--- config.mk ---
export PLATFORM = sky130hd
export DESIGN_NAME = ps2_rx_frame
export DESIGN_NICKNAME = d
export VERILOG_FILES = /design/src/rtl/ps2_pkg.sv /design/src/rtl/ps2_line_filter.sv /design/src/rtl/ps2_rx_frame.sv
export SDC_FILE = /design/constraint.sdc
export NUM_CORES = 1
export LEC_CHECK = 0
export BUFFER_PORTS_ARGS = -buffer_cell sky130_fd_sc_hd__buf_2
export CORE_MARGIN = 2
export CORE_UTILIZATION = 25
export CTS_CLUSTER_DIAMETER = 40
export CTS_CLUSTER_SIZE = 28
export DETAILED_ROUTE_END_ITERATION = 8
export PLACE_DENSITY = 0.51
export SETUP_SLACK_MARGIN = 0.15
export SLEW_MARGIN = 20
export SYNTH_ARGS = -nofsm -noshare
export SYNTH_HDL_FRONTEND = slang
export SYNTH_SLANG_ARGS = --single-unit
export TNS_END_PERCENT = 10
--- constraint.sdc ---
create_clock -name clk -period 4.1 [get_ports clk]
set_clock_uncertainty 0.15 [all_clocks]
set_input_delay 0.41 -clock clk [delete_from_list [all_inputs] [get_ports clk]]
set_output_delay 0.41 -clock clk [all_outputs]
set_load 0.01 [all_outputs]
--- src/rtl/ps2_pkg.sv ---
// Shared PS/2 receive types and frame constants.
// Imported by the line filter, the frame receiver and the keyboard decode.
package ps2_pkg;

  typedef enum logic [1:0] {
    ST_IDLE   = 2'd0,
    ST_DATA   = 2'd1,
    ST_PARITY = 2'd2,
    ST_STOP   = 2'd3
  } ps2_state_e;

  localparam int          PS2_DATA_BITS      = 8;
  localparam logic [7:0]  PS2_BREAK          = 8'hF0;
  localparam logic [7:0]  PS2_EXT            = 8'hE0;
  localparam int          PS2_FILTER_LEN_DEF = 8;
  localparam int          PS2_TIMEOUT_DEF    = 50000;

  // Frame parity is odd: data bits plus parity bit must XOR to 1.
  function automatic logic odd_parity_ok(input logic [7:0] data, input logic par);
    return ^{data, par};
  endfunction

endpackage

--- src/rtl/ps2_line_filter.sv ---
// Two-flop synchroniser for one PS/2 line, optionally followed by a
// persistence filter that only follows changes lasting FILTER_LEN samples.
module ps2_line_filter #(
  parameter int FILTER_LEN = 8,
  parameter bit BYPASS     = 1'b0
) (
  input  logic clk,
  input  logic reset,
  input  logic line,
  output logic level
);

  logic meta_r;
  logic sync_r;

  // Synchroniser; the bus idles high so reset to 1 avoids a spurious edge.
  always_ff @(posedge clk) begin
    if (reset) begin
      meta_r <= 1'b1;
      sync_r <= 1'b1;
    end else begin
      meta_r <= line;
      sync_r <= meta_r;
    end
  end

  generate
    if (BYPASS) begin : g_bypass
      assign level = sync_r;
    end else begin : g_filter
      localparam logic [7:0] CNT_LAST = 8'(FILTER_LEN - 1);

      logic [7:0] cnt_r;
      logic       filt_r;

      // Flip the filtered level only after FILTER_LEN disagreeing samples in a row.
      always_ff @(posedge clk) begin
        if (reset) begin
          cnt_r  <= 8'd0;
          filt_r <= 1'b1;
        end else if (sync_r != filt_r) begin
          if (cnt_r == CNT_LAST) begin
            cnt_r  <= 8'd0;
            filt_r <= sync_r;
          end else begin
            cnt_r  <= cnt_r + 8'd1;
          end
        end else begin
          cnt_r <= 8'd0;
        end
      end

      assign level = filt_r;
    end
  endgenerate

endmodule

--- src/rtl/ps2_rx_frame.sv ---
// PS/2 device-to-host receiver: filters the pins, assembles 11-bit frames
// and emits each valid scan-code byte, or an error pulse, as a strobe.
module ps2_rx_frame
  import ps2_pkg::*;
#(
  parameter int FILTER_LEN     = PS2_FILTER_LEN_DEF,
  parameter int TIMEOUT_CYCLES = PS2_TIMEOUT_DEF
) (
  input  logic       clk,
  input  logic       reset,
  input  logic       ps2_clk,
  input  logic       ps2_data,
  output logic [7:0] rx_byte,
  output logic       rx_valid,
  output logic       rx_error,
  output logic       busy
);

  localparam logic [15:0] TIMEOUT_LAST = 16'(TIMEOUT_CYCLES - 1);
  localparam logic [2:0]  BIT_LAST     = 3'(PS2_DATA_BITS - 1);

  logic       filt_clk_s;
  logic       data_s;
  logic       filt_q_r;
  logic       fall_s;

  ps2_state_e state_r,   state_nxt_s;
  logic [2:0] bit_cnt_r, bit_cnt_nxt_s;
  logic [7:0] shift_r,   shift_nxt_s;
  logic       parity_r,  parity_nxt_s;
  logic [15:0] idle_cnt_r, idle_cnt_nxt_s;
  logic [7:0] rx_byte_r, rx_byte_nxt_s;
  logic       rx_valid_r, rx_valid_nxt_s;
  logic       rx_error_r, rx_error_nxt_s;
  logic       busy_r;

  ps2_line_filter #(.FILTER_LEN(FILTER_LEN), .BYPASS(1'b0)) u_clk_filter (
    .clk   (clk),
    .reset (reset),
    .line  (ps2_clk),
    .level (filt_clk_s)
  );

  // Data only needs synchronising: it is stable whenever the clock falls.
  ps2_line_filter #(.FILTER_LEN(FILTER_LEN), .BYPASS(1'b1)) u_data_sync (
    .clk   (clk),
    .reset (reset),
    .line  (ps2_data),
    .level (data_s)
  );

  assign fall_s = filt_q_r & ~filt_clk_s;

  // Frame state, counters and registered outputs.
  always_ff @(posedge clk) begin
    if (reset) begin
      filt_q_r   <= 1'b1;
      state_r    <= ST_IDLE;
      bit_cnt_r  <= 3'd0;
      shift_r    <= 8'd0;
      parity_r   <= 1'b0;
      idle_cnt_r <= 16'd0;
      rx_byte_r  <= 8'd0;
      rx_valid_r <= 1'b0;
      rx_error_r <= 1'b0;
      busy_r     <= 1'b0;
    end else begin
      filt_q_r   <= filt_clk_s;
      state_r    <= state_nxt_s;
      bit_cnt_r  <= bit_cnt_nxt_s;
      shift_r    <= shift_nxt_s;
      parity_r   <= parity_nxt_s;
      idle_cnt_r <= idle_cnt_nxt_s;
      rx_byte_r  <= rx_byte_nxt_s;
      rx_valid_r <= rx_valid_nxt_s;
      rx_error_r <= rx_error_nxt_s;
      busy_r     <= (state_nxt_s != ST_IDLE);
    end
  end

  // Next-state decode: frame sequencing, validation and inactivity timeout.
  always_comb begin
    state_nxt_s    = state_r;
    bit_cnt_nxt_s  = bit_cnt_r;
    shift_nxt_s    = shift_r;
    parity_nxt_s   = parity_r;
    rx_byte_nxt_s  = rx_byte_r;
    rx_valid_nxt_s = 1'b0;
    rx_error_nxt_s = 1'b0;

    if ((state_r == ST_IDLE) || fall_s) begin
      idle_cnt_nxt_s = 16'd0;
    end else begin
      idle_cnt_nxt_s = idle_cnt_r + 16'd1;
    end

    case (state_r)
      ST_IDLE: begin
        if (fall_s && !data_s) begin
          state_nxt_s   = ST_DATA;
          bit_cnt_nxt_s = 3'd0;
        end else begin
          state_nxt_s   = ST_IDLE;
        end
      end
      ST_DATA: begin
        if (fall_s) begin
          shift_nxt_s[bit_cnt_r] = data_s;
          bit_cnt_nxt_s          = bit_cnt_r + 3'd1;
          if (bit_cnt_r == BIT_LAST) begin
            state_nxt_s = ST_PARITY;
          end else begin
            state_nxt_s = ST_DATA;
          end
        end else begin
          state_nxt_s = ST_DATA;
        end
      end
      ST_PARITY: begin
        if (fall_s) begin
          parity_nxt_s = data_s;
          state_nxt_s  = ST_STOP;
        end else begin
          state_nxt_s  = ST_PARITY;
        end
      end
      ST_STOP: begin
        if (fall_s) begin
          state_nxt_s = ST_IDLE;
          if (data_s && odd_parity_ok(shift_r, parity_r)) begin
            rx_byte_nxt_s  = shift_r;
            rx_valid_nxt_s = 1'b1;
          end else begin
            rx_error_nxt_s = 1'b1;
          end
        end else begin
          state_nxt_s = ST_STOP;
        end
      end
      default: begin
        state_nxt_s = ST_IDLE;
      end
    endcase

    // A fall arriving in the expiry cycle is served instead of timing out.
    if ((state_r != ST_IDLE) && !fall_s && (idle_cnt_r == TIMEOUT_LAST)) begin
      state_nxt_s    = ST_IDLE;
      rx_error_nxt_s = 1'b1;
    end else begin
      rx_error_nxt_s = rx_error_nxt_s;
    end
  end

  assign rx_byte  = rx_byte_r;
  assign rx_valid = rx_valid_r;
  assign rx_error = rx_error_r;
  assign busy     = busy_r;

endmodule
==> impl_summary.txt, run 1 <==
----------------------------------------------------
[Synthesis]
  Sequential fraction of the synthesis area ... 44.35%
  Fraction of post-synthesis cell area in the top cell type by area ... 44.35%
  Multiplexer area fraction after synthesis ... 7.762%
  Post-Synthesis Cells ... 263
  Distinct cell type count after synthesis ... 40
  Synthesis warning total ... 0
  Compound-cell area share of the yosys netlist ... 4.385%
  Post-synthesis instance area ... 2482 um2
  Post-Synth Adder-Cell Area ... 2.016%
  Post-synthesis area per instance ... 9.439 um2
  Yosys top cell by area ... sky130_fd_sc_hd__dfxtp_1
  Post-synthesis simple-gate area fraction ... 28.58%
  Ranking of synthesized cells by area ... sky130_fd_sc_hd__dfxtp_1 44%, sky130_fd_sc_hd__mux2i_1 6.9%, sky130_fd_sc_hd__nor2_1 5.3%
  Area share of xor/xnor cells in the synthesized design ... 9.627%
  Combinational family with the most area after synthesis ... simple AND/OR/NAND/NOR gates
  Synthesized Nets ... 271
  Number of synthesized register bits ... 55

[Global routing]
  Number of antenna violations at the first check in global routing ... 0
  Via count of the first global-routing pass ... 1603
  Remaining global-route overflow ... 0
  Largest net degree at the start of global routing ... 42
  Global-route usage over all layers ... 8.382%
  Wire length of the first global-routing pass ... 7.624 mm

[Drt]
  Drt total wl ... 4.366 mm
  Vias after detailed routing ... 1712
  DRT antenna net count ... 0
  DR DRC count ... 0
  Number of detailed-route iterations in the first pass ... 4
  Detail-routed via count per cell ... 4.227
  Number of DRC markers in iteration 0 ... 51
  Routed wire length per instance ... 10.78 um

[Placement]
  GP Congestion ... 0.7469
  Post-place instance area ... 2664 um2
  Buffers added on ports ... 14
  Half-perimeter wire length of the detailed placement result ... 2.979 mm

[Job]
  Maxcap violations ... 0

[STA]
  RSZ-0062 raised after global routing ... false
  Max-slew violation total from the final report ... 0
  Final worst-path cycle share ... 49.80%
  Fmax ... 0.4898 GHz
  Max_slew headroom ... 56.61%
  Worst slew pin tran ... 650.8 ps
  Number of setup violations in the final report ... 0
  Sum Neg Setup Slack ... 0 ps
  Final worst path period need ... 2042 ps
  Endpoints failing hold ... 0

[Min path]
  Worst Hold Depth ... 2
  Worst hold-check path type ... primary input to flop

[Clock tree]
  Cts bufs inserted ... 5
  # resized after CTS ... 0
  Clock latency of the later-clocked register in the worst-skew pair ... 310 ps
  Clk pin slew, worst setup/hold paths ... 100 ps
  Post-CTS setup repair buffer count ... 0
  Sink Count ... 55
  Root buf cell ... sky130_fd_sc_hd__clkbuf_8
  Number of levels the H-tree was split into ... 2
  Clock tree from TritonCTS ... yes
  Count of hold buffers inserted by post-cts repair ... 0
  Maximum clock insertion buffer count ... 2

[Floorplan]
  DIE AREA ... 10740 um2
  Placeable core area ... 9684 um2
  Floorplan row count ... 36
  Initial core utilization ... 25.63%
  IO Count ... 15
  Die height ... 103.6 um
  Horizontal die dimension ... 103.6 um

[Power and ir drop]
  Leakage dissipation ... 0.9115 nW
  Worst vdd ir ... 0.0001118 V
  Total power density per cell area ... 306.2 nW/um2

[Critical path]
  Max Fanout on Critical Path ... 9
  Depth of the most critical reg-to-reg path ... 4
  Worst Setup End Kind ... flop
  Critical path launch point type ... flop
  Required time of the critical path ... 4190 ps
  Data arrival time of the critical path ... 2130 ps
  Setup CP Type ... flop to flop

[Cells and area]
  Number of nets in the final layout ... 279
  Fraction of layout cells with a size suffix above 1 ... 15.07%
  Antenna cells ... 0
  Final core occ ... 28.37%
  Post-route design area ... 2748 um2
  Layout area overhead ... 10.69%
  Number of filler cells placed in the layout ... 1042

[Status]
  Status ... finished clean

----------------------------------------------------
[registers in the layout, summed over array words and instances, names as in the netlist, 2 cells and up]
name	cells
shift_r	8
bit_cnt_r	3
rx_byte	8
state_r	2
idle_cnt_r	16
u_clk_filter.g_filter.cnt_r	8
[metal layers]
layer  GRT usage, %  wire length (um)  up-vias
li1               -                 -      916
met2          12.25              1805       17
met1          12.14              2396      773
met5              0                 0        -
met3          2.203               135        6
met4          2.317                29        0
[where the power goes]
part / leakage, nW / switching (mW) / internal, mW / total (mW)
clock network: 0.0477 / 0.175 / 0.118 / 0.292
registers: 0.444 / 0.00216 / 0.536 / 0.538
logic: 0.420 / 0.00723 / 0.00358 / 0.0108
[final timing paths]
kind                             startpoint                             end  slack (ps)
min reg2reg  u_clk_filter.meta_r$_SDFF_PP1_  u_clk_filter.sync_r$_SDFF_PP1_         270
min                                ps2_data   u_data_sync.meta_r$_SDFF_PP1_         130
max reg2reg         shift_r[0]$_SDFFE_PP0P_         rx_byte[6]$_SDFFE_PP0P_        2060
max                 shift_r[0]$_SDFFE_PP0P_         rx_byte[6]$_SDFFE_PP0P_        2060
[synth_stat cells]
| master | instances |
|---|---|
| sky130_fd_sc_hd__or3_1 | 4 |
| sky130_fd_sc_hd__o211ai_1 | 2 |
| sky130_fd_sc_hd__ha_1 | 4 |
| sky130_fd_sc_hd__nor4b_1 | 3 |
| sky130_fd_sc_hd__xnor2_1 | 15 |
| sky130_fd_sc_hd__a211o_1 | 1 |
| sky130_fd_sc_hd__nand2_1 | 8 |
| sky130_fd_sc_hd__mux2i_1 | 17 |
| sky130_fd_sc_hd__mux2i_4 | 1 |
| sky130_fd_sc_hd__or2_2 | 6 |
| sky130_fd_sc_hd__xnor3_1 | 1 |
| sky130_fd_sc_hd__nor4_1 | 6 |
| sky130_fd_sc_hd__and3_1 | 2 |
| sky130_fd_sc_hd__a211oi_1 | 1 |
| sky130_fd_sc_hd__nor2_1 | 35 |
| sky130_fd_sc_hd__xor3_1 | 1 |
| sky130_fd_sc_hd__and4b_1 | 1 |
| sky130_fd_sc_hd__o21ai_0 | 5 |
| sky130_fd_sc_hd__or4b_1 | 2 |
| sky130_fd_sc_hd__and2_1 | 1 |
| sky130_fd_sc_hd__and4bb_2 | 1 |
| sky130_fd_sc_hd__nand3_1 | 11 |
| sky130_fd_sc_hd__or2b_2 | 10 |
| sky130_fd_sc_hd__nor3_1 | 9 |
| sky130_fd_sc_hd__or4_1 | 1 |
| sky130_fd_sc_hd__nand2b_1 | 6 |
| sky130_fd_sc_hd__or2b_1 | 3 |
| sky130_fd_sc_hd__nor2b_1 | 3 |
| sky130_fd_sc_hd__clkbuf_1 | 10 |
| sky130_fd_sc_hd__xor2_1 | 7 |
| sky130_fd_sc_hd__a21oi_1 | 9 |
| sky130_fd_sc_hd__clkbuf_2 | 2 |
| sky130_fd_sc_hd__dfxtp_1 | 55 |
| sky130_fd_sc_hd__nand4b_1 | 3 |
| sky130_fd_sc_hd__or3_4 | 1 |
| sky130_fd_sc_hd__nand4bb_1 | 1 |
| sky130_fd_sc_hd__inv_1 | 7 |
| sky130_fd_sc_hd__a22oi_1 | 1 |
| sky130_fd_sc_hd__buf_4 | 1 |
| sky130_fd_sc_hd__nand4_1 | 6 |
[worst max-delay path, cell delays in order, from the launching register on]
cell                      delay (ps)
sky130_fd_sc_hd__dfxtp_1         360
sky130_fd_sc_hd__xor3_1          480
sky130_fd_sc_hd__or3_4           360
sky130_fd_sc_hd__mux2i_4         390
sky130_fd_sc_hd__mux2i_1         230
[cells in the final DEF, fill, tap and decap left out, types with 2 or more instances in the layout]
cell,netlist,final
sky130_fd_sc_hd__ha_1,4,4
sky130_fd_sc_hd__xnor2_1,15,15
sky130_fd_sc_hd__or2b_2,10,10
sky130_fd_sc_hd__dfxtp_1,55,55
sky130_fd_sc_hd__nor3_1,9,9
sky130_fd_sc_hd__or2b_1,3,3
sky130_fd_sc_hd__nand3_1,11,11
sky130_fd_sc_hd__nand4_1,6,6
sky130_fd_sc_hd__and3_1,2,2
sky130_fd_sc_hd__o211ai_1,2,2
sky130_fd_sc_hd__o21ai_0,5,5
sky130_fd_sc_hd__nor2b_1,3,3
sky130_fd_sc_hd__nand4b_1,3,3
sky130_fd_sc_hd__or2_2,6,6
sky130_fd_sc_hd__nor2_1,35,35
sky130_fd_sc_hd__clkinv_2,0,3
sky130_fd_sc_hd__nand2b_1,6,6
sky130_fd_sc_hd__nor4b_1,3,3
sky130_fd_sc_hd__clkbuf_8,0,5
sky130_fd_sc_hd__or3_1,4,4
sky130_fd_sc_hd__or4b_1,2,2
sky130_fd_sc_hd__nor4_1,6,6
sky130_fd_sc_hd__nand2_1,8,8
sky130_fd_sc_hd__xor2_1,7,7
sky130_fd_sc_hd__inv_1,7,7
sky130_fd_sc_hd__a21oi_1,9,9
sky130_fd_sc_hd__mux2i_1,17,17
sky130_fd_sc_hd__buf_2,0,14
[kinds of logic after synthesis]
logic type      Yosys count
flops                    55
buf+inv                  20
compound gates           19
mux                      18
fa+ha+maj                 4
xor+xnor                 24
simple gates            123
[cell type report]
class	count	area, um2	share of cell area (%)
well taps	133	166.4	6.056
inverters	7	26.28	0.9563
repair buffers	14	70.07	2.550
clock inverters	3	15.01	0.5464
flip-flops and latches	55	1101	40.07
multi-input cells	188	1300	47.31
clock buffers	5	68.82	2.505
[stage by stage]
stage               worst slack (ps)  hold WS [ps]  power, mW  instances
finish                          2058         130.1     0.8413        405
global route                    1889         125.8     0.8761        405
CTS                             2027         122.1     0.8516        405
detailed placement              2047         243.2     0.5616        397
global placement                2072         242.6     0.5614        397
floorplan                       2241         239.5     0.5583        263
(Power assumes the default switching activity.)
==> run 2, diff against run 1 <==
Clock period 4.1 ns to 1.9 ns, I/O delays scaled along.
==> impl_summary.txt, run 2 (synthesis gave the netlist of run 1 again) <==
----------------------------------------------------
[Global routing]
  Global-route usage over all layers ... 8.610%
  Remaining global-route overflow ... 0
  Largest net degree at the start of global routing ... 30
  Via count of the first global-routing pass ... 1705
  Wire length of the first global-routing pass ... 7.755 mm
  Number of antenna violations at the first check in global routing ... 0

[Drt]
  Routed wire length per instance ... 11.00 um
  DR DRC count ... 0
  DRT antenna net count ... 0
  Number of detailed-route iterations in the first pass ... 4
  Number of DRC markers in iteration 0 ... 37
  Vias after detailed routing ... 1842
  Detail-routed via count per cell ... 4.334
  Drt total wl ... 4.676 mm

[Critical path]
  CP Cell Sequence ... xor3_1 > or3_4 > mux2i_4 > buf_12 > mux2i_1
  Worst Setup End Kind ... flop
  Setup CP Type ... flop to flop
  Data arrival time of the critical path ... 1930 ps
  Required time of the critical path ... 1990 ps
  Master of the slowest instance on the critical path ... sky130_fd_sc_hd__xor3_1
  CP max stage delay ... 420 ps
  Max Fanout on Critical Path ... 9
  Critical path launch point type ... flop

[Clock tree]
  Number of levels the H-tree was split into ... 2
  Cts bufs inserted ... 5
  Clock latency of the later-clocked register in the worst-skew pair ... 320 ps
  Root buf cell ... sky130_fd_sc_hd__clkbuf_8
  Sink Count ... 55
  Clk pin slew, worst setup/hold paths ... 100 ps
  Maximum clock insertion buffer count ... 2
  Clock tree from TritonCTS ... yes

[Cells and area]
  Antenna cells ... 0
  Number of nets in the final layout ... 299
  Fraction of layout cells with a size suffix above 1 ... 29.79%
  Number of flip-flops in the largest register ... 16
  Layout area overhead ... 24.55%
  Post-route design area ... 3092 um2
  Final standard cell count with taps included and fillers excluded ... 425
  Final core occ ... 31.93%
  Commonest cells after routing, fill and taps aside ... 47 x sky130_fd_sc_hd__dfxtp_1, 35 x sky130_fd_sc_hd__nor2_1, 17 x sky130_fd_sc_hd__mux2i_1
  Largest register by flop count ... idle_cnt_r
  Most common library cell in the layout ignoring fill and taps ... sky130_fd_sc_hd__dfxtp_1

[Placement]
  Half-perimeter wire length of the detailed placement result ... 3.216 mm
  Buffers added on ports ... 14
  Total instance count after detailed placement ... 413
  Post-place instance area ... 2796 um2
  GP Congestion ... 0.7481
  Worst slack at placement ... 59.07 ps

[Power and ir drop]
  Final total power ... 1.986 mW
  Internal power of the cells ... 1.568 mW
  Leakage dissipation ... 1.068 nW
  Sequential share of power ... 58.3%
  Switching power ... 0.4182 mW
  Worst vdd ir ... 0.0003986 V
  Portion of total power attributed to combinational logic ... 1.7%
  Total power density per cell area ... 642.5 nW/um2
  Part of the power in the clock network ... 40.0%
  Switching Share ... 21.06%

[Floorplan]
  IO Count ... 15
  DIE AREA ... 10740 um2
  Placeable core area ... 9684 um2
  Floorplan row count ... 36
  Initial core utilization ... 25.63%
  Horizontal die dimension ... 103.6 um
  Die height ... 103.6 um

[STA]
  Endpoints failing hold ... 0
  Sum Neg Setup Slack ... 0 ps
  Worst slew pin tran ... 481.7 ps
  Fmax ... 0.5440 GHz
  RSZ-0062 raised after global routing ... true
  Final worst path period need ... 1838 ps
  Worst path setup slack after routing ... 61.85 ps
  Max-slew violation total from the final report ... 0
  Max_slew headroom ... 67.79%
  Final worst-path cycle share ... 96.74%
  Number of setup violations in the final report ... 0
  Hold slack final ... 81.74 ps

[Job]
  Maxcap violations ... 0

[Status]
  Status ... finished clean

[Min path]
  Worst hold-check path type ... primary input to flop

----------------------------------------------------
-- run 2: changes by cell type in the layout (fill, tap and decap cells not counted), sizes merged --
| cell | change |
|---|---|
| dlygate4sd3 | +2 |
| clkbuf | +1 |
| bufinv | +1 |
| buf | +18 |
| clkinv | -3 |
| inv | +1 |
-- run 2: path summary, 6_finish.rpt --
path	from	end	slack, ps	cells past startpoint
hold / removal	reset	shift_r[2]$_SDFFE_PP0P_	80	2
setup / recovery	shift_r[2]$_SDFFE_PP0P_	rx_byte[5]$_SDFFE_PP0P_	60	5
setup reg to reg	shift_r[2]$_SDFFE_PP0P_	rx_byte[5]$_SDFFE_PP0P_	60	5
hold reg to reg	u_clk_filter.meta_r$_SDFF_PP1_	u_clk_filter.sync_r$_SDFF_PP1_	270	1
-- run 2: cell type report --
class / instances / area [um2]
clock buffers: 6 / 72.57
clock inverters: 2 / 38.79
fillers: 1029 / 6593
inverters: 7 / 26.28
multi-input cells: 188 / 1435
flip-flops and latches: 55 / 1111
well taps: 133 / 166.4
repair buffers: 34 / 241.5
-- run 2: worst max-delay path: cells and delay by family, from the launching register on --
family / cells / cell delay, ps
xor gates and xnor gates: 1 / 420
buffers and inverters: 1 / 150
DFF: 1 / 350
muxes: 2 / 340
and+or+nand+nor: 1 / 350
-- run 2: timing repair --
item                       4_1_cts  5_1_grt
pin swaps                        0        9
hold buffers                     2        0
setup buffers                    0        2
hold endpoints to repair         2        0
resized for setup                1       33
setup endpoints to repair       11       28
-- run 2: power by group through the flow --
stage          Sequential [mW]  Clock [mW]  Combinational [mW]
5_1_grt                   1.16       0.863              0.0382
2_1_floorplan             1.18           0              0.0199
3_5_place_dp              1.18           0              0.0304
6_report                  1.16       0.795              0.0336
4_1_cts                   1.16       0.829              0.0334
3_3_place_gp              1.19           0              0.0303
-- run 2: metal layers --
metal  wire (um)  global-route usage (%)
met1        2377                   11.41
met4          63                   3.185
met5           0                       0
met3         149                   2.077
met2        2085                   13.62
